<file path="config.mk">
export PLATFORM = sky130hd
export DESIGN_NAME = reaction_timer_core_flat
export DESIGN_NICKNAME = d
export VERILOG_FILES = /design/src/rtl/reaction_timer_core_if.sv /design/src/rtl/reaction_timer_core.sv /design/src/flat_wrapper.sv
export SDC_FILE = /design/constraint.sdc
export NUM_CORES = 1
export LEC_CHECK = 0
export ABC_CLOCK_PERIOD_IN_PS = 15600
export CAP_MARGIN = 5
export CORE_MARGIN = 2
export CORE_UTILIZATION = 45
export DETAILED_ROUTE_END_ITERATION = 8
export GPL_TIMING_DRIVEN = 0
export PLACE_DENSITY_LB_ADDON = 0.3
export REMOVE_ABC_BUFFERS = 1
export SYNTH_ARGS = -nofsm -noshare
export SYNTH_HDL_FRONTEND = slang
export SYNTH_SLANG_ARGS = --single-unit
</file>
<file path="constraint.sdc">
create_clock -name clk -period 15.6 [get_ports clk]
set_clock_uncertainty 0.15 [all_clocks]
set_input_delay 3.12 -clock clk [delete_from_list [all_inputs] [get_ports clk]]
set_output_delay 3.12 -clock clk [all_outputs]
set_load 0.02 [all_outputs]
</file>
<file path="src/rtl/reaction_timer_core_if.sv">
// Player-facing signal bundle of the reaction timer core.
// The core attaches as slave; the driving game layer as master.
interface reaction_timer_core_if #(
    parameter int SCORE_W = 14,
    parameter int RNG_W   = 8,
    parameter int TRIALS  = 4
) ();
    localparam int IDX_W = $clog2(TRIALS + 1);

    logic [RNG_W-1:0]   iPRNG;
    logic               iStart;
    logic               iResponse;
    logic               oStimulus;
    logic               oTrialDone;
    logic               oFalseStart;
    logic               oSessionDone;
    logic [IDX_W-1:0]   oTrialIdx;
    logic [3:0]         oFalseCount;
    logic [SCORE_W-1:0] oCurrentScore;
    logic [SCORE_W-1:0] oAvgScore;
    logic [SCORE_W-1:0] oBestScore;

    modport master (
        output iPRNG, iStart, iResponse,
        input  oStimulus, oTrialDone, oFalseStart, oSessionDone,
        input  oTrialIdx, oFalseCount,
        input  oCurrentScore, oAvgScore, oBestScore
    );

    modport slave (
        input  iPRNG, iStart, iResponse,
        output oStimulus, oTrialDone, oFalseStart, oSessionDone,
        output oTrialIdx, oFalseCount,
        output oCurrentScore, oAvgScore, oBestScore
    );
endinterface

</file>
<file path="src/rtl/reaction_timer_core.sv">
// Reaction-time engine: random delay, tick-based scoring, session stats.
// Single clock domain; a prescaler tick enable replaces derived clocks.
module reaction_timer_core #(
    parameter int CLK_DIV    = 50000,
    parameter int SCORE_W    = 14,
    parameter int RNG_W      = 8,
    parameter int DELAY_MIN  = 300,
    parameter int DELAY_SPAN = 3000,
    parameter int TRIALS     = 4
) (
    input  logic                 clk,
    input  logic                 iReset,
    reaction_timer_core_if.slave bus
);
    localparam int PS_W   = $clog2(CLK_DIV);
    localparam int LOG_T  = $clog2(TRIALS);
    localparam int IDX_W  = $clog2(TRIALS + 1);
    localparam int SUM_W  = SCORE_W + LOG_T;
    localparam int PROD_W = RNG_W + $clog2(DELAY_SPAN + 1);
    localparam int DLY_W  = $clog2(DELAY_MIN + DELAY_SPAN + 1);

    localparam logic [PS_W-1:0]    PS_LOAD   = PS_W'(CLK_DIV - 1);
    localparam logic [SCORE_W-1:0] SCORE_MAX = '1;
    localparam logic [IDX_W-1:0]   IDX_LAST  = IDX_W'(TRIALS);

    typedef enum logic [2:0] {
        S_IDLE,
        S_DELAY,
        S_MEASURE,
        S_RESULT,
        S_DONE
    } state_t;

    state_t r_state;
    state_t w_next;

    logic [PS_W-1:0]    r_presc, w_presc;
    logic [DLY_W-1:0]   r_delay, w_delay;
    logic [SCORE_W-1:0] r_score, w_score;
    logic [SUM_W-1:0]   r_sum, w_sum;
    logic [IDX_W-1:0]   r_idx, w_idx;
    logic [3:0]         r_fcnt, w_fcnt;
    logic [SCORE_W-1:0] r_cur, w_cur;
    logic [SCORE_W-1:0] r_avg, w_avg;
    logic [SCORE_W-1:0] r_best, w_best;
    logic               r_stim, w_stim;
    logic               r_tdone, w_tdone;
    logic               r_fs, w_fs;
    logic               r_done, w_done;

    logic               w_tick;
    logic               w_reload;
    logic               w_last;
    logic [PROD_W-1:0]  w_prod;
    logic [DLY_W-1:0]   w_delay_ld;
    logic [IDX_W-1:0]   w_idx_inc;
    logic [SUM_W-1:0]   w_sum_inc;

    assign w_tick     = (r_presc == '0);
    assign w_prod     = PROD_W'(bus.iPRNG) * PROD_W'(DELAY_SPAN);
    assign w_delay_ld = DLY_W'(DELAY_MIN) + DLY_W'(w_prod >> RNG_W);
    assign w_idx_inc  = r_idx + IDX_W'(1);
    assign w_last     = (w_idx_inc == IDX_LAST);
    assign w_sum_inc  = r_sum + SUM_W'(r_score);

    always_ff @(posedge clk) begin
        if (iReset) r_state <= S_IDLE;
        else        r_state <= w_next;
    end

    always_comb begin
        w_next = r_state;
        unique case (r_state)
            S_IDLE, S_DONE:
                if (bus.iStart) w_next = S_DELAY;
            S_DELAY:
                if (!bus.iResponse && w_tick && r_delay == DLY_W'(1))
                    w_next = S_MEASURE;
            S_MEASURE:
                if (bus.iResponse || (w_tick && r_score == SCORE_MAX))
                    w_next = S_RESULT;
            S_RESULT:
                w_next = w_last ? S_DONE : S_DELAY;
            default:
                w_next = S_IDLE;
        endcase
    end

    // A press freezes the score, so RESULT reads r_score directly.
    always_comb begin
        w_reload = 1'b0;
        w_delay  = r_delay;
        w_score  = r_score;
        w_sum    = r_sum;
        w_idx    = r_idx;
        w_fcnt   = r_fcnt;
        w_cur    = r_cur;
        w_avg    = r_avg;
        w_best   = r_best;
        w_tdone  = 1'b0;
        w_fs     = 1'b0;
        unique case (r_state)
            S_IDLE, S_DONE: begin
                if (bus.iStart) begin
                    w_sum    = '0;
                    w_idx    = '0;
                    w_fcnt   = '0;
                    w_delay  = w_delay_ld;
                    w_reload = 1'b1;
                end
            end
            S_DELAY: begin
                if (bus.iResponse) begin
                    w_fs = 1'b1;
                    if (r_fcnt != 4'hF) w_fcnt = r_fcnt + 4'd1;
                    w_delay  = w_delay_ld;
                    w_reload = 1'b1;
                end else if (w_tick) begin
                    w_delay = r_delay - DLY_W'(1);
                    if (w_next == S_MEASURE) begin
                        w_score  = '0;
                        w_reload = 1'b1;
                    end
                end
            end
            S_MEASURE: begin
                if (!bus.iResponse && w_tick && r_score != SCORE_MAX)
                    w_score = r_score + SCORE_W'(1);
            end
            S_RESULT: begin
                w_cur   = r_score;
                w_sum   = w_sum_inc;
                w_idx   = w_idx_inc;
                w_tdone = 1'b1;
                if (r_score < r_best) w_best = r_score;
                if (w_last) begin
                    w_avg = SCORE_W'(w_sum_inc >> LOG_T);
                end else begin
                    w_delay  = w_delay_ld;
                    w_reload = 1'b1;
                end
            end
            default: ;
        endcase
        w_stim  = (w_next == S_MEASURE);
        w_done  = (w_next == S_DONE);
        w_presc = (w_reload || w_tick) ? PS_LOAD : r_presc - PS_W'(1);
    end

    always_ff @(posedge clk) begin
        if (iReset) begin
            r_presc <= '0;
            r_delay <= '0;
            r_score <= '0;
            r_sum   <= '0;
            r_idx   <= '0;
            r_fcnt  <= '0;
            r_cur   <= '0;
            r_avg   <= '0;
            r_best  <= '1;
            r_stim  <= 1'b0;
            r_tdone <= 1'b0;
            r_fs    <= 1'b0;
            r_done  <= 1'b0;
        end else begin
            r_presc <= w_presc;
            r_delay <= w_delay;
            r_score <= w_score;
            r_sum   <= w_sum;
            r_idx   <= w_idx;
            r_fcnt  <= w_fcnt;
            r_cur   <= w_cur;
            r_avg   <= w_avg;
            r_best  <= w_best;
            r_stim  <= w_stim;
            r_tdone <= w_tdone;
            r_fs    <= w_fs;
            r_done  <= w_done;
        end
    end

    assign bus.oStimulus     = r_stim;
    assign bus.oTrialDone    = r_tdone;
    assign bus.oFalseStart   = r_fs;
    assign bus.oSessionDone  = r_done;
    assign bus.oTrialIdx     = r_idx;
    assign bus.oFalseCount   = r_fcnt;
    assign bus.oCurrentScore = r_cur;
    assign bus.oAvgScore     = r_avg;
    assign bus.oBestScore    = r_best;
endmodule

</file>
<file path="src/flat_wrapper.sv">
// flat-port wrapper written by rule: the top's interface ports become plain ports
module reaction_timer_core_flat 
#(
    parameter int CLK_DIV    = 50000,
    parameter int SCORE_W    = 14,
    parameter int RNG_W      = 8,
    parameter int DELAY_MIN  = 300,
    parameter int DELAY_SPAN = 3000,
    parameter int TRIALS     = 4
)
  (clk, iReset, bus_iPRNG, bus_iStart, bus_iResponse, bus_oStimulus, bus_oTrialDone, bus_oFalseStart, bus_oSessionDone, bus_oTrialIdx, bus_oFalseCount, bus_oCurrentScore, bus_oAvgScore, bus_oBestScore);
  reaction_timer_core_if #(.SCORE_W(SCORE_W), .RNG_W(RNG_W), .TRIALS(TRIALS)) bus_i ();
  input  logic clk;
  input  logic iReset;
  input wire logic [$bits(bus_i.iPRNG)-1:0] bus_iPRNG;
  input wire logic [$bits(bus_i.iStart)-1:0] bus_iStart;
  input wire logic [$bits(bus_i.iResponse)-1:0] bus_iResponse;
  output wire logic [$bits(bus_i.oStimulus)-1:0] bus_oStimulus;
  output wire logic [$bits(bus_i.oTrialDone)-1:0] bus_oTrialDone;
  output wire logic [$bits(bus_i.oFalseStart)-1:0] bus_oFalseStart;
  output wire logic [$bits(bus_i.oSessionDone)-1:0] bus_oSessionDone;
  output wire logic [$bits(bus_i.oTrialIdx)-1:0] bus_oTrialIdx;
  output wire logic [$bits(bus_i.oFalseCount)-1:0] bus_oFalseCount;
  output wire logic [$bits(bus_i.oCurrentScore)-1:0] bus_oCurrentScore;
  output wire logic [$bits(bus_i.oAvgScore)-1:0] bus_oAvgScore;
  output wire logic [$bits(bus_i.oBestScore)-1:0] bus_oBestScore;
  assign bus_i.iPRNG = bus_iPRNG;
  assign bus_i.iStart = bus_iStart;
  assign bus_i.iResponse = bus_iResponse;
  assign bus_oStimulus = bus_i.oStimulus;
  assign bus_oTrialDone = bus_i.oTrialDone;
  assign bus_oFalseStart = bus_i.oFalseStart;
  assign bus_oSessionDone = bus_i.oSessionDone;
  assign bus_oTrialIdx = bus_i.oTrialIdx;
  assign bus_oFalseCount = bus_i.oFalseCount;
  assign bus_oCurrentScore = bus_i.oCurrentScore;
  assign bus_oAvgScore = bus_i.oAvgScore;
  assign bus_oBestScore = bus_i.oBestScore;
  reaction_timer_core #(.CLK_DIV(CLK_DIV), .SCORE_W(SCORE_W), .RNG_W(RNG_W), .DELAY_MIN(DELAY_MIN), .DELAY_SPAN(DELAY_SPAN), .TRIALS(TRIALS)) u_core (.clk(clk), .iReset(iReset), .bus(bus_i));
endmodule
</file>
; ---- Word-level counts from Yosys, hierarchy flattened
; Index checks and enable logic that the tools add are counted.
[totals]
reg_bits = 114
[op_classes]
add_sub_neg = 7
multipliers = 1
eq_ne = 20
n_mux = 32
reduce_logical = 22
n_bitwise = 1
order_cmp = 1
[ops]
columns = cell, count
row1 = 2-to-1 mux 14 bit, 4
row2 = 2-to-1 mux 12 bit, 4
row3 = one-hot mux 12 bit (3 select lines), 1
row4 = 2-to-1 mux 16 bit, 2
row5 = one-hot mux 16 bit (2 select lines), 1
row6 = one-hot mux 14 bit (2 select lines), 1
row7 = "multiplier 8 x 9 -> 17 bit, second input constant", 1
row8 = adder 16 x 14 -> 16 bit, 1
row9 = zero test 16 bit, 1
row10 = "subtractor 16 x 1 -> 16 bit, second input constant", 1
row11 = 2-to-1 mux 3 bit, 5
row12 = "adder 14 x 1 -> 14 bit, second input constant", 1
row13 = "== test 14 bit, second input constant", 1
row14 = less-than comparator 14 bit, 1
row15 = "!= test 14 bit, second input constant", 1
row16 = "adder 9 x 12 -> 12 bit, first input constant", 1
row17 = "== test 12 x 1 -> 1 bit, second input constant", 1
row18 = 2-to-1 mux 4 bit, 3
row19 = one-hot mux 3 bit (4 select lines), 1
row20 = "subtractor 12 x 1 -> 12 bit, second input constant", 1
row21 = "== test 3 x 2 -> 1 bit, second input constant", 3
row22 = "== test 3 bit, second input constant", 3
row23 = "!= test 2 x 1 -> 1 bit, second input constant", 4
row24 = "!= test 2 bit, second input constant", 4
row25 = other kinds (20), 37

; ---- Depth between registers and ports, before layout
; Gate-level depths: netlist (run 1).
[depth]
word_depth = 12
ltp_mapped = 20

; ---- Worst setup path before layout (run 1)
; Ideal clock, no wire load.
[synth_timing]
path_kind = input to register
startpoint = in bus_iPRNG[5]
endpoint = reg u_core.r_delay[11]
path_slack_ns = 7.551
path_buffers = 0
setup_ns = 0.120
cell_stages = 15
arrival_time_ns = 7.779
path_cell_list = inv_1 > fa_1 > fa_1 > fa_1 > fa_1 > inv_1 > ha_1 > nand2_1 > or3_1 > a311o_1 > a211oi_1 > a32oi_1 > or4_1 > and4b_1 > a211o_1
[synth_between]
elab_chain_cells = 4
[synth_lines]
columns = item, line
row1 = from (decl), flat_wrapper.sv:15  ; input wire logic [$bits(bus_i.iPRNG)-1:0] bus_iPRNG;
row2 = multiplier 8 x 9 -> 17 bit (*), reaction_timer_core.sv:60  ; assign w_prod = PROD_W'(bus.iPRNG) * PROD_W'(DELAY_SPAN);
row3 = adder 9 x 12 -> 12 bit (*), reaction_timer_core.sv:61  ; assign w_delay_ld = DLY_W'(DELAY_MIN) + DLY_W'(w_prod >> RNG_W);
row4 = "2-to-1 mux 12 bit, on equally long branches", "reaction_timer_core.sv:136, reaction_timer_core.sv:104, reaction_timer_core.sv:113"
row5 = one-hot mux 12 bit (3 select lines) (*), reaction_timer_core.sv:102  ; unique case (r_state)
row6 = to (signal assigned), reaction_timer_core.sv:167  ; r_delay <= w_delay;
row7 = to (decl), reaction_timer_core.sv:38  ; logic [DLY_W-1:0] r_delay, w_delay;
; Mark *: on every way between the ends. The rest lies on a longest branch, timed or not. The select of a mux whose other input is x is not followed.
; A chain may end at the register's enable or synchronous reset.

; ---- Worst setup path after layout (run 1)
; Ends and elaborated chain as after synthesis.

==> results.md, run 1 <==
* Synthesized cell area at a little over 7000 sq um
* Initial standard-cell utilization of the core at between 40% and 50%
* Half-perimeter wire length of the detailed placement result at approximately 12000 um
* Transition time at the pin with the least slew margin at ~1.2 ns
* Routed WL at about 16000 um
* Most common library cell in the layout ignoring fill and taps: sky130_fd_sc_hd__dfxtp_1
* Die Span Y at about 130 um
* Maximum ir drop on the vdd rail at around 0.1 mV
* Worst slew slack as a fraction of its limit at a little over a fifth
* Class of the tightest hold or removal check: reg -> reg
* Number of synthesized register bits at around 110
* Via count at 6103
* Max capacitance violation total at 0
* Top area cells in the synthesized netlist: sky130_fd_sc_hd__dfxtp_1 (32%), sky130_fd_sc_hd__ha_1 (13%), sky130_fd_sc_hd__fa_1 (6.9%), sky130_fd_sc_hd__a21oi_1 (5.6%), sky130_fd_sc_hd__inv_1 (4.5%)
* Highest clock frequency the design can meet at approximately 0.12 GHz
* DRC at 0
* DIE WIDTH at 131 um
* Pin count of the biggest net entering global routing at 51
* Pins over their slew limit at 0
* # fillers at ~1500
* Count of input and output buffers at between 60 and 70
* Max stage delay on crit path at 0.55 ns
* Average cell area after synthesis at between 8 and 9 sq um
* P_leak at 3.69 nW
* Outcome: finished clean
* Router iterations before antenna repair at 6
* Final-report setup violation count at 0
* Share of async-settable or async-resettable flops after synthesis at 0%
* Cell with the biggest individual delay on the critical path: sky130_fd_sc_hd__fa_1
* Hold_buf cts at 0
* Setup repair after global routing missed its margin: false
* Number of H-tree levels at 4
* Worst Setup Slack post-DPL at about 6.6 ns
* Sequential fraction of the synthesis area at approximately a third
* Worst Path Required at about 16 ns
* DR WL/cell at 13.8 um
* Cell taking the most area after synthesis: sky130_fd_sc_hd__dfxtp_1
* Startpoint class of the critical path: input port
* Number of instances in the synthesized netlist at around 860
* Area growth, synth to finish at 20.0%
* Crit Path Max Fanout at 5
* Crit path capture type: flip-flop
* Total of warnings raised by yosys at 0
* Worst-case setup margin in the final layout at between 7 and 8 ns
* Minimum period implied by the final worst setup slack at about 8.5 ns
* Share of layout cells above drive strength 1 at about 5.7%
* CTS root buf: sky130_fd_sc_hd__clkbuf_16
* Number of antenna repair diodes at 0
* Core region area at between 15000 and 20000 sq um
* Number of enable flip-flop cells after synthesis at 0
* Fin. Hold Viols at 0
* Fin crit share at a little over half
* Number of vias per cell at 5.32
* Clock tree from TritonCTS: yes
* Primary FF master, synth: sky130_fd_sc_hd__dfxtp_1
* Cell family with most CP delay: adder cells
* Setup TNS at 0 ns
* Tot GR Track Use at 19.7%
* Cts bufs inserted at 17
* Total congestion overflow after global routing at 0
* Initial DRC count at around 390
* Antenna-violating nets left at 0
* Worst Setup Path Type: in -> reg
* Global-route wire length before repair at around 27000 um
* Final nets at just over 1000
* Number of post-CTS setup repair buffers at 0
* WP data arrival at 8.68 ns
* Post-CTS clock slew at the launch and capture registers of the worst setup and hold paths at roughly 0.05 ns
* Worst Path Buf+Inv at 3
* Number of top-level pins at 65
* RePlAce Congestion at ~0.79
* Die Footprint at 17100 sq um
* Cell occurring most often along the worst timing path: sky130_fd_sc_hd__fa_1
* Via count of the first global-routing pass at between 5000 and 6000
* Commonest non-fill, non-tap cells in the layout: sky130_fd_sc_hd__dfxtp_1 (114), sky130_fd_sc_hd__inv_1 (86), sky130_fd_sc_hd__nand2_1 (84), sky130_fd_sc_hd__nor2_1 (81), sky130_fd_sc_hd__a21oi_1 (81)
* FP Rows at between 40 and 50
* Worst path cell trace: clkdlybuf4s50_1 -> inv_1 -> fa_1 -> fa_1 -> fa_1 -> fa_1 -> inv_1 -> ha_1 -> nand2_1 -> or3_1 -> a311o_1 -> a211oi_1 -> a32oi_1 -> or4_1 -> and4b_1 -> a211o_1
* Clock tree sinks at between 100 and 150
* Fraction of post-synthesis cell area in the top cell type by area at about a third
* Insertion delay to the later sink of the worst-skew pair at between 0.4 and 0.5 ns
* Post-synth cell types at 62
* Antenna violations before repair at 0
* Longest Clk Path Bufs at 2
* Post-CTS resize count at 0
* PD cells at between 100 and 150 nW/um^2
==> per-stage QoR <==
stage | power (W) | hold slack (ns) | area, sq um | instances | utilization (%)
2_1_floorplan | 0.000686 | 0.274 | 7120 | 831 | -
3_3_place_gp | 0.000767 | 0.293 | 8030 | 1111 | 50.9
3_5_place_dp | 0.000773 | 0.297 | 8060 | 1113 | 51.1
4_1_cts | 0.00116 | 0.304 | 8640 | 1145 | 54.8
5_1_grt | 0.00124 | 0.320 | 8680 | 1147 | 55.0
6_report | 0.00115 | 0.302 | 8680 | 1147 | 55.0
==> worst paths after layout <==
kind / from / end / slack (ns) / depth (start not counted)
setup / recovery: bus_iPRNG[5] / u_core.r_delay[11] / 7.08 / 16
hold / removal: u_core.bus.oAvgScore[5] / u_core.bus.oAvgScore[5] / 0.30 / 2
setup reg to reg: u_core.r_state[0] / u_core.r_presc[4] / 11.25 / 9
hold reg to reg: u_core.bus.oAvgScore[5] / u_core.bus.oAvgScore[5] / 0.30 / 2
==> per-layer routing <==
metal / global-route usage [%] / share of wire, %
met1: 25.9 / 47
met2: 33.0 / 48
met3: 3.34 / 3.1
met4: 6.76 / 1.5
met5: 0 / 0
==> cell type report <==
| class | instances | area, sq um | share of cell area [%] |
|---|---|---|---|
| clock buffer | 17 | 425 | 4.90 |
| clock inverter | 15 | 159 | 1.83 |
| inverter | 86 | 323 | 3.72 |
| multi-input combinational | 631 | 4520 | 52.1 |
| sequential | 114 | 2280 | 26.3 |
| tap | 216 | 270 | 3.12 |
| timing repair buffer | 68 | 696 | 8.02 |
==> power breakdown <==
| group | switching (W) | internal (W) |
|---|---|---|
| combinational | 0.000249 | 0.000192 |
| clock | 0.000146 | 0.000235 |
| sequential | 0.0000159 | 0.000308 |
==> Yosys cell counts (all sizes together) (3+ instances only) <==
| cell | n |
|---|---|
| a211oi | 9 |
| a21o | 8 |
| a21oi | 81 |
| a221oi | 3 |
| a22oi | 14 |
| a31oi | 7 |
| and2 | 5 |
| buf | 3 |
| clkbuf | 27 |
| dfxtp | 114 |
| fa | 25 |
| ha | 73 |
| inv | 86 |
| nand2 | 84 |
| nand2b | 7 |
| nand3 | 21 |
| nand3b | 3 |
| nand4 | 6 |
| nor2 | 81 |
| nor2b | 5 |
| nor3 | 20 |
| nor3b | 3 |
| nor4 | 6 |
| o211ai | 29 |
| o21a | 5 |
| o21ai | 28 |
| o31ai | 6 |
| or2 | 3 |
| or3 | 16 |
| or4 | 4 |
| xnor2 | 25 |
| xor2 | 25 |
==> flip-flops by register name, indices dropped and copies added (netlist names), 3 cells and up <==
| name | cells |
|---|---|
| u_core.bus.oFalseCount | 4 |
| u_core.r_delay | 12 |
| u_core.bus.oBestScore | 14 |
| u_core.bus.oAvgScore | 14 |
| u_core.bus.oCurrentScore | 14 |
| u_core.r_sum | 16 |
| u_core.bus.oTrialIdx | 3 |
| u_core.r_state | 3 |
| u_core.r_score | 14 |
| u_core.r_presc | 16 |
==> worst reg2reg max path, stage by stage, from the launching register on <==
cell and delay (ns):
sky130_fd_sc_hd__dfxtp_1 0.38, sky130_fd_sc_hd__nor2b_1 0.25, sky130_fd_sc_hd__nand2_1 0.57, sky130_fd_sc_hd__nor2_1 1.11
sky130_fd_sc_hd__nor2_1 0.10, sky130_fd_sc_hd__o21ai_1 0.41, sky130_fd_sc_hd__nor2_1 0.24, sky130_fd_sc_hd__nor2_1 0.55
sky130_fd_sc_hd__nand2_1 0.31, sky130_fd_sc_hd__a21oi_1 0.19
==> cells by family after synthesis <==
group,after synthesis,synth area share [%]
mux,2,0.277
flops,114,31.6
buf+inv,116,6.06
compound gates,209,18.3
simple gates,272,18.2
fa+ha+maj,98,19.6
xor+xnor,50,6.06
(Power assumes the default switching activity.)
==> run 2: changes to the inputs <==
--- a/config.mk
+++ b/config.mk
@@ -5,7 +5,7 @@
 export SDC_FILE = /design/constraint.sdc
 export NUM_CORES = 1
 export LEC_CHECK = 0
-export ABC_CLOCK_PERIOD_IN_PS = 15600
+export ABC_CLOCK_PERIOD_IN_PS = 7100
 export CAP_MARGIN = 5
 export CORE_MARGIN = 2
 export CORE_UTILIZATION = 45
==> constraint.sdc (replaced) <==
create_clock -name clk -period 7.1 [get_ports clk]
set_clock_uncertainty 0.15 [all_clocks]
set_input_delay 1.42 -clock clk [delete_from_list [all_inputs] [get_ports clk]]
set_output_delay 1.42 -clock clk [all_outputs]
set_load 0.02 [all_outputs]
==> results.md, run 2 (synthesis gave the netlist of run 1 again) <==
* Outcome: finished clean
* Final-report setup violation count at 0
* Count of input and output buffers at 64
* Maximum ir drop on the vdd rail at between 0.2 and 0.25 mV
* Cts bufs inserted at 17
* Pin count of the biggest net entering global routing at 51
* Clock tree from TritonCTS: yes
* Via count of the first global-routing pass at between 5000 and 6000
* Reg-to-reg critical path startpoint: u_core.r_state[0]
* Class of the tightest hold or removal check: reg -> reg
* Initial standard-cell utilization of the core at 45.9%
* Share of layout cells above drive strength 1 at under 10%
* Worst Path Required at about 7.3 ns
* DR WL/cell at roughly 14 um
* FP Rows at 46
* Internal power at approximately 0.0016 W
* Longest Clk Path Bufs at 2
* Setup repair after global routing missed its margin: false
* Core region area at between 15000 and 20000 sq um
* Critical register-to-register path endpoint: u_core.r_presc[4]
* Crit Path Max Fanout at 5
* Number of vias per cell at 5.33
* Fin crit share at approximately 94%
* Post-CTS clock slew at the launch and capture registers of the worst setup and hold paths at ~0.05 ns
* Half-perimeter wire length of the detailed placement result at 11600 um
* Number of top-level pins at between 60 and 70
* Transition time at the pin with the least slew margin at between 1 and 1.5 ns
* Max capacitance violation total at 0
* Area growth, synth to finish at 20.1%
* Switching share of power at between 30 and 40%
* Die Footprint at about 17000 sq um
* NetSw at approximately 0.0009 W
* PD cells at 291 nW/um^2
* Number of H-tree levels at 4
* Cell count of the worst hold path at 2
* Worst slew slack as a fraction of its limit at a little under a quarter
* Highest clock frequency the design can meet at roughly 0.15 GHz
* Hold_buf cts at 0
* Clock tree sinks at about 110
* Global-route wire length before repair at about 27000 um
* Clock network power share at around 33%
* Source of the worst hold timing path: u_core.bus.oAvgScore[5]
* Share of power burned in combinational logic at 38.8%
* Seq pwr share at approximately 28%
* Startpoint class of the critical path: input port
* Largest registers: u_core.r_presc (16), u_core.r_sum (16)
* Total congestion overflow after global routing at 0
* Setup TNS at 0 ns
* CTS root buf: sky130_fd_sc_hd__clkbuf_16
* Crit path capture type: flip-flop
* Via count at roughly 6100
* Minimum period implied by the final worst setup slack at roughly 6.7 ns
* Number of post-CTS setup repair buffers at 0
* Finished Core Util at roughly 55%
* Tot GR Track Use at 19.7%
* Initial DRC count at between 300 and 400
* Number of cells on the worst reg-to-reg path at 9
* WP data arrival at between 6 and 7 ns
* # fillers at around 1500
* Number of antenna repair diodes at 0
* Fin. Hold Viols at 0
* Pins over their slew limit at 0
* Routed WL at ~16000 um
* P_leak at ~3.7 nW
* Antenna-violating nets left at 0
* Router iterations before antenna repair at 5
* Worst reg2reg setup slack at about 2.7 ns
* Hold worst-path end: u_core.bus.oAvgScore[5]
* Final nets at a little over 1000
* Worst Setup Path Type: in -> reg
* DRC at 0
* DIE WIDTH at about 130 um
* Commonest non-fill, non-tap cells in the layout: sky130_fd_sc_hd__dfxtp_1 (114), sky130_fd_sc_hd__inv_1 (86), sky130_fd_sc_hd__nand2_1 (84), sky130_fd_sc_hd__nor2_1 (81), sky130_fd_sc_hd__a21oi_1 (80)
* Most common library cell in the layout ignoring fill and taps: sky130_fd_sc_hd__dfxtp_1
* Die Span Y at around 130 um
* Insertion delay to the later sink of the worst-skew pair at around 0.42 ns
* Antenna violations before repair at 0
* RePlAce Congestion at a little under 0.8
## run 2: changes by cell type in the layout (fill, tap and decap cells not counted)
cell	delta
sky130_fd_sc_hd__a211oi_2	+1
sky130_fd_sc_hd__a211oi_1	-1
sky130_fd_sc_hd__a21oi_2	+1
sky130_fd_sc_hd__a21oi_1	-1
## run 2: timing repair
item	4_1_cts	5_1_grt
endpoints found under the hold margin	0	0
resized for setup	0	2
endpoints found under the setup margin	0	1
## run 2: worst max path at each step
stage,from,end,slack [ns],cells past startpoint
floorplan,bus_iPRNG[5],u_core.r_delay[11],0.75,15
global placement,bus_iPRNG[5],u_core.r_delay[11],-0.12,16
detailed placement,bus_iPRNG[5],u_core.r_delay[11],-0.15,16
CTS,bus_iPRNG[5],u_core.r_delay[11],0.27,16
global route,bus_iPRNG[4],u_core.r_delay[11],0.13,16
finish,bus_iPRNG[4],u_core.r_delay[11],0.41,16
## run 2: power by group through the flow
stage,Sequential [W],Combinational [W],Clock (W)
2_1_floorplan,0.000718,0.000789,0
3_3_place_gp,0.000724,0.000962,0
3_5_place_dp,0.000725,0.000973,0
4_1_cts,0.000711,0.000980,0.000849
5_1_grt,0.000717,0.00114,0.000876
6_report,0.000712,0.000980,0.000836
## run 2: area by class of cell
class,instances,area (sq um),area share [%]
Clock buffer,17,425,4.90
Clock inverter,15,159,1.83
Inverter,86,323,3.72
Multi-Input combinational cell,631,4530,52.2
Sequential cell,114,2280,26.3
Tap cell,216,270,3.11
Timing Repair Buffer,68,696,8.01
## run 2: through the flow
step | setup slack (ns) | instances | area, sq um | hold WS, ns | total power, W
6_report | 0.409 | 1147 | 8680 | 0.302 | 0.00253
5_1_grt | 0.128 | 1147 | 8680 | 0.320 | 0.00273
4_1_cts | 0.267 | 1145 | 8640 | 0.304 | 0.00254
3_5_place_dp | -0.154 | 1113 | 8060 | 0.297 | 0.00170
3_3_place_gp | -0.116 | 1111 | 8030 | 0.293 | 0.00169
2_1_floorplan | 0.751 | 831 | 7120 | 0.274 | 0.00151
## run 2: layer usage
layer / track usage, % / wire [um] / up-vias
met5: 0 / 0 / -
met2: 33.0 / 7620 / 108
met3: 3.34 / 474 / 22
met1: 25.9 / 7540 / 2851
li1: - / - / 3133
met4: 6.76 / 212 / 0
## run 2: critical path: stages
cell and delay (ns):
sky130_fd_sc_hd__clkdlybuf4s50_1 0.62, sky130_fd_sc_hd__fa_1 0.53, sky130_fd_sc_hd__fa_1 0.50, sky130_fd_sc_hd__inv_1 0.05, sky130_fd_sc_hd__fa_1 0.50, sky130_fd_sc_hd__fa_1 0.55
sky130_fd_sc_hd__inv_1 0.04, sky130_fd_sc_hd__ha_1 0.38, sky130_fd_sc_hd__nand2_1 0.09, sky130_fd_sc_hd__or3_1 0.37, sky130_fd_sc_hd__a311o_1 0.34, sky130_fd_sc_hd__a211oi_2 0.28
sky130_fd_sc_hd__a32oi_1 0.23, sky130_fd_sc_hd__or4_1 0.53, sky130_fd_sc_hd__and4b_1 0.20, sky130_fd_sc_hd__a211o_1 0.21
==> edit (settings of run 2) <==
`RNG_W` is set to 8 in 3 places; all go to 9.
--- a/src/rtl/reaction_timer_core_if.sv
+++ b/src/rtl/reaction_timer_core_if.sv
@@ -2,7 +2,7 @@
 // The core attaches as slave; the driving game layer as master.
 interface reaction_timer_core_if #(
     parameter int SCORE_W = 14,
-    parameter int RNG_W   = 8,
+    parameter int RNG_W   = 9,
     parameter int TRIALS  = 4
 ) ();
     localparam int IDX_W = $clog2(TRIALS + 1);
--- a/src/rtl/reaction_timer_core.sv
+++ b/src/rtl/reaction_timer_core.sv
@@ -3,7 +3,7 @@
 module reaction_timer_core #(
     parameter int CLK_DIV    = 50000,
     parameter int SCORE_W    = 14,
-    parameter int RNG_W      = 8,
+    parameter int RNG_W      = 9,
     parameter int DELAY_MIN  = 300,
     parameter int DELAY_SPAN = 3000,
     parameter int TRIALS     = 4
--- a/src/flat_wrapper.sv
+++ b/src/flat_wrapper.sv
@@ -3,7 +3,7 @@
 #(
     parameter int CLK_DIV    = 50000,
     parameter int SCORE_W    = 14,
-    parameter int RNG_W      = 8,
+    parameter int RNG_W      = 9,
     parameter int DELAY_MIN  = 300,
     parameter int DELAY_SPAN = 3000,
     parameter int TRIALS     = 4
Ports: changed (resized bus_iPRNG); port bits go from 65 to 66. The function was not compared with the original's and may differ.
==> edit against run 2 <==
  * Wire length rose by 3.9%
  * Final area increased by 6.5%
  * Worst setup slack worse by 0.13 ns
  * Area after synthesis rose by 8.7%
  * Critical path depth rose by 3
  * Cell count rose by 5.7%
  * Hold slack lost 0.0039 ns
  * Largest power group unchanged
  * Total power is 23% higher
  * Sequential cell count unchanged
  * Global-route usage decreased by 0.70 points
  * Synthesized cell count is 7.4% higher
==> edit: results (changes against run 2) <==
The flow ran to the end, and the final reports show no timing, DRC or antenna violations. The final HPWL from detailed placement is 11,900 um (+3.2%). The maximum count of clock buffers along a single path came out at 2 (unchanged). The proportion of layout cells with a drive suffix above 1 is 6.18% (+0.27 points). The count of cell types in the netlist is 75 (+21%). The count of nets after finishing came out at 1,100 (+7.0%). The CTS buffer count came to 17 (unchanged). The total wire length after detailed routing is 16,500 um (+3.9%).

Ranked by instance count, the synthesized netlist is headed by 114 x sky130_fd_sc_hd__dfxtp_1, 99 x sky130_fd_sc_hd__inv_1, 98 x sky130_fd_sc_hd__nand2_1. The cell area after placement came out at 0.00861 sq mm (+6.8%). The number of setup buffers added after CTS is 0 (unchanged). The biggest fanout along the worst timing path came out at 6 (+1). In this run the clock root is driven by a sky130_fd_sc_hd__clkbuf_16. The tightest min-delay check is of the flop to flop type. The setup TNS after final layout is 0 ns (unchanged). Yosys attributes the largest share of cell area to sky130_fd_sc_hd__dfxtp_1 29%, sky130_fd_sc_hd__ha_1 13%, sky130_fd_sc_hd__fa_1 8.4%, sky130_fd_sc_hd__inv_1 4.7%, sky130_fd_sc_hd__nand2_1 4.7%. The DRC marker count from the first detailed-route iteration came out at 336 (-11%). The number of antenna violations at the first check in global routing was 0 (unchanged).

The fraction of registers with async set or reset after synthesis came out at 0% (unchanged). The clock-pin slew on the worst setup and hold paths is 0.05 ns (about the same). The H-tree depth reported by CTS is 4 (unchanged).

The fill cell instance count of the final layout was 1,613 (+6.6%). The worst-path cell with the longest stage delay is sky130_fd_sc_hd__or4b_1. The worst path arrival time is 6.95 ns (+0.10 ns). The global-route total usage across every layer is 19.0% (-0.70 points). The part of the Yosys area used for sequential elements came out at 29.0% (-2.5 points). The final weighted congestion in routability-driven placement came out at 0.803 (+1.1%). The pin count of the biggest net entering global routing is 82 (+61%). The net switching power figure is 1.21 mW (+33%). The total inserted antenna cells came out at 0 (unchanged). In the final layout, the registers with the most flip-flops are u_core.r_presc x16, u_core.r_sum x16. The via count of the first global-routing pass is 6,086 (+6.3%). The detailed-router iteration count before antenna repair is 4 (-1).

The leakage power figure was 4.11 nW (+11%). The worst-case headroom to the max-slew limit is 29.5% (+7.0 points). The biggest cell delay along the critical path came to 0.56 ns (-0.06 ns). The worst ir drop on vdd came out at 249 uV (+15%). Among cell families on the critical path, the largest total delay comes from adder cells. Among all flip-flop cells after synthesis, the most frequent one is sky130_fd_sc_hd__dfxtp_1. The number of synthesis warnings is 0 (unchanged).

The first-pass GRT wire length is 28,400 um (+5.6%). The total of buffers placed on input and output ports came out at 65 (+1.6%). The number of gates resized after CTS came out at 1 (+1). The clock latency on the worst-skew pair came out at 0.42 ns (about the same). The number of vias per cell is 5.32 (-0.19%).
[edit: kinds of logic (layout without fill, tap and decap cells)]
group / after synthesis / in the layout / share of synthesized area, %
and+or+nand+nor: 283 / 283 / 17.2
AOI/OAI and AO/OA: 221 / 221 / 18.9
buffers and inverters: 138 / 200 / 7.29
DFF: 114 / 114 / 29.0
adders and majority gates: 113 / 113 / 21.1
xor gates and xnor gates: 53 / 53 / 6.00
muxes: 3 / 3 / 0.398
[edit: per-stage QoR]
step,std cells,setup slack [ns],utilization (%)
6_report,1212,0.281,53.9
5_1_grt,1212,0.0672,53.9
4_1_cts,1210,0.0135,53.5
3_5_place_dp,1178,-0.515,50.1
3_3_place_gp,1177,-0.563,50.0
2_1_floorplan,887,0.697,-
[edit: final cells by class]
type                    count  area [sq um]  area share, %
clock buffers              21           460           4.98
clock inverters            11           111           1.20
inverters                 100           375           4.06
multi-input cells         673          5040           54.5
flip-flops and latches    114          2280           24.7
well taps                 225           282           3.04
repair buffers             68           701           7.57
[edit: worst register-to-register path: cells and delay by family, from the launching register on]
| family | cells | cell delay [ns] |
|---|---|---|
| fa+ha+maj | 1 | 0.17 |
| compound gates | 1 | 0.79 |
| simple gates | 7 | 2.14 |
| flops | 1 | 0.32 |
| buf+inv | 1 | 0.06 |
[edit: worst paths after layout]
| kind | end | cells past startpoint | slack, ns | startpoint |
|---|---|---|---|---|
| max | u_core.r_delay[11]$_SDFFE_PP0P_ | 19 | 0.28 | bus_iPRNG[8] |
| min | u_core.bus.oCurrentScore[6]$_SDFFE_PP0P_ | 2 | 0.30 | u_core.bus.oCurrentScore[6]$_SDFFE_PP0P_ |
| max reg2reg | u_core.r_presc[13]$_SDFF_PP0_ | 10 | 3.34 | u_core.r_presc[0]$_SDFF_PP0_ |
| min reg2reg | u_core.bus.oCurrentScore[6]$_SDFFE_PP0P_ | 2 | 0.30 | u_core.bus.oCurrentScore[6]$_SDFFE_PP0P_ |
[edit: routing by layer]
metal | track usage (%) | vias to the layer above | part of all wire (%)
met2 | 32.4 | 76 | 49
met4 | 6.60 | 0 | 1.2
met1 | 23.9 | 3046 | 47
met3 | 4.03 | 18 | 2.9
li1 | - | 3308 | -
met5 | 0 | - | 0
[edit: power by group through the flow]
stage          combinational (mW)  sequential (mW)  clock, mW
2_1_floorplan                1.29            0.715          0
3_3_place_gp                 1.54            0.721          0
3_5_place_dp                 1.55            0.721          0
4_1_cts                      1.57            0.709      0.828
5_1_grt                      1.79            0.714      0.863
6_report                     1.58            0.709      0.815
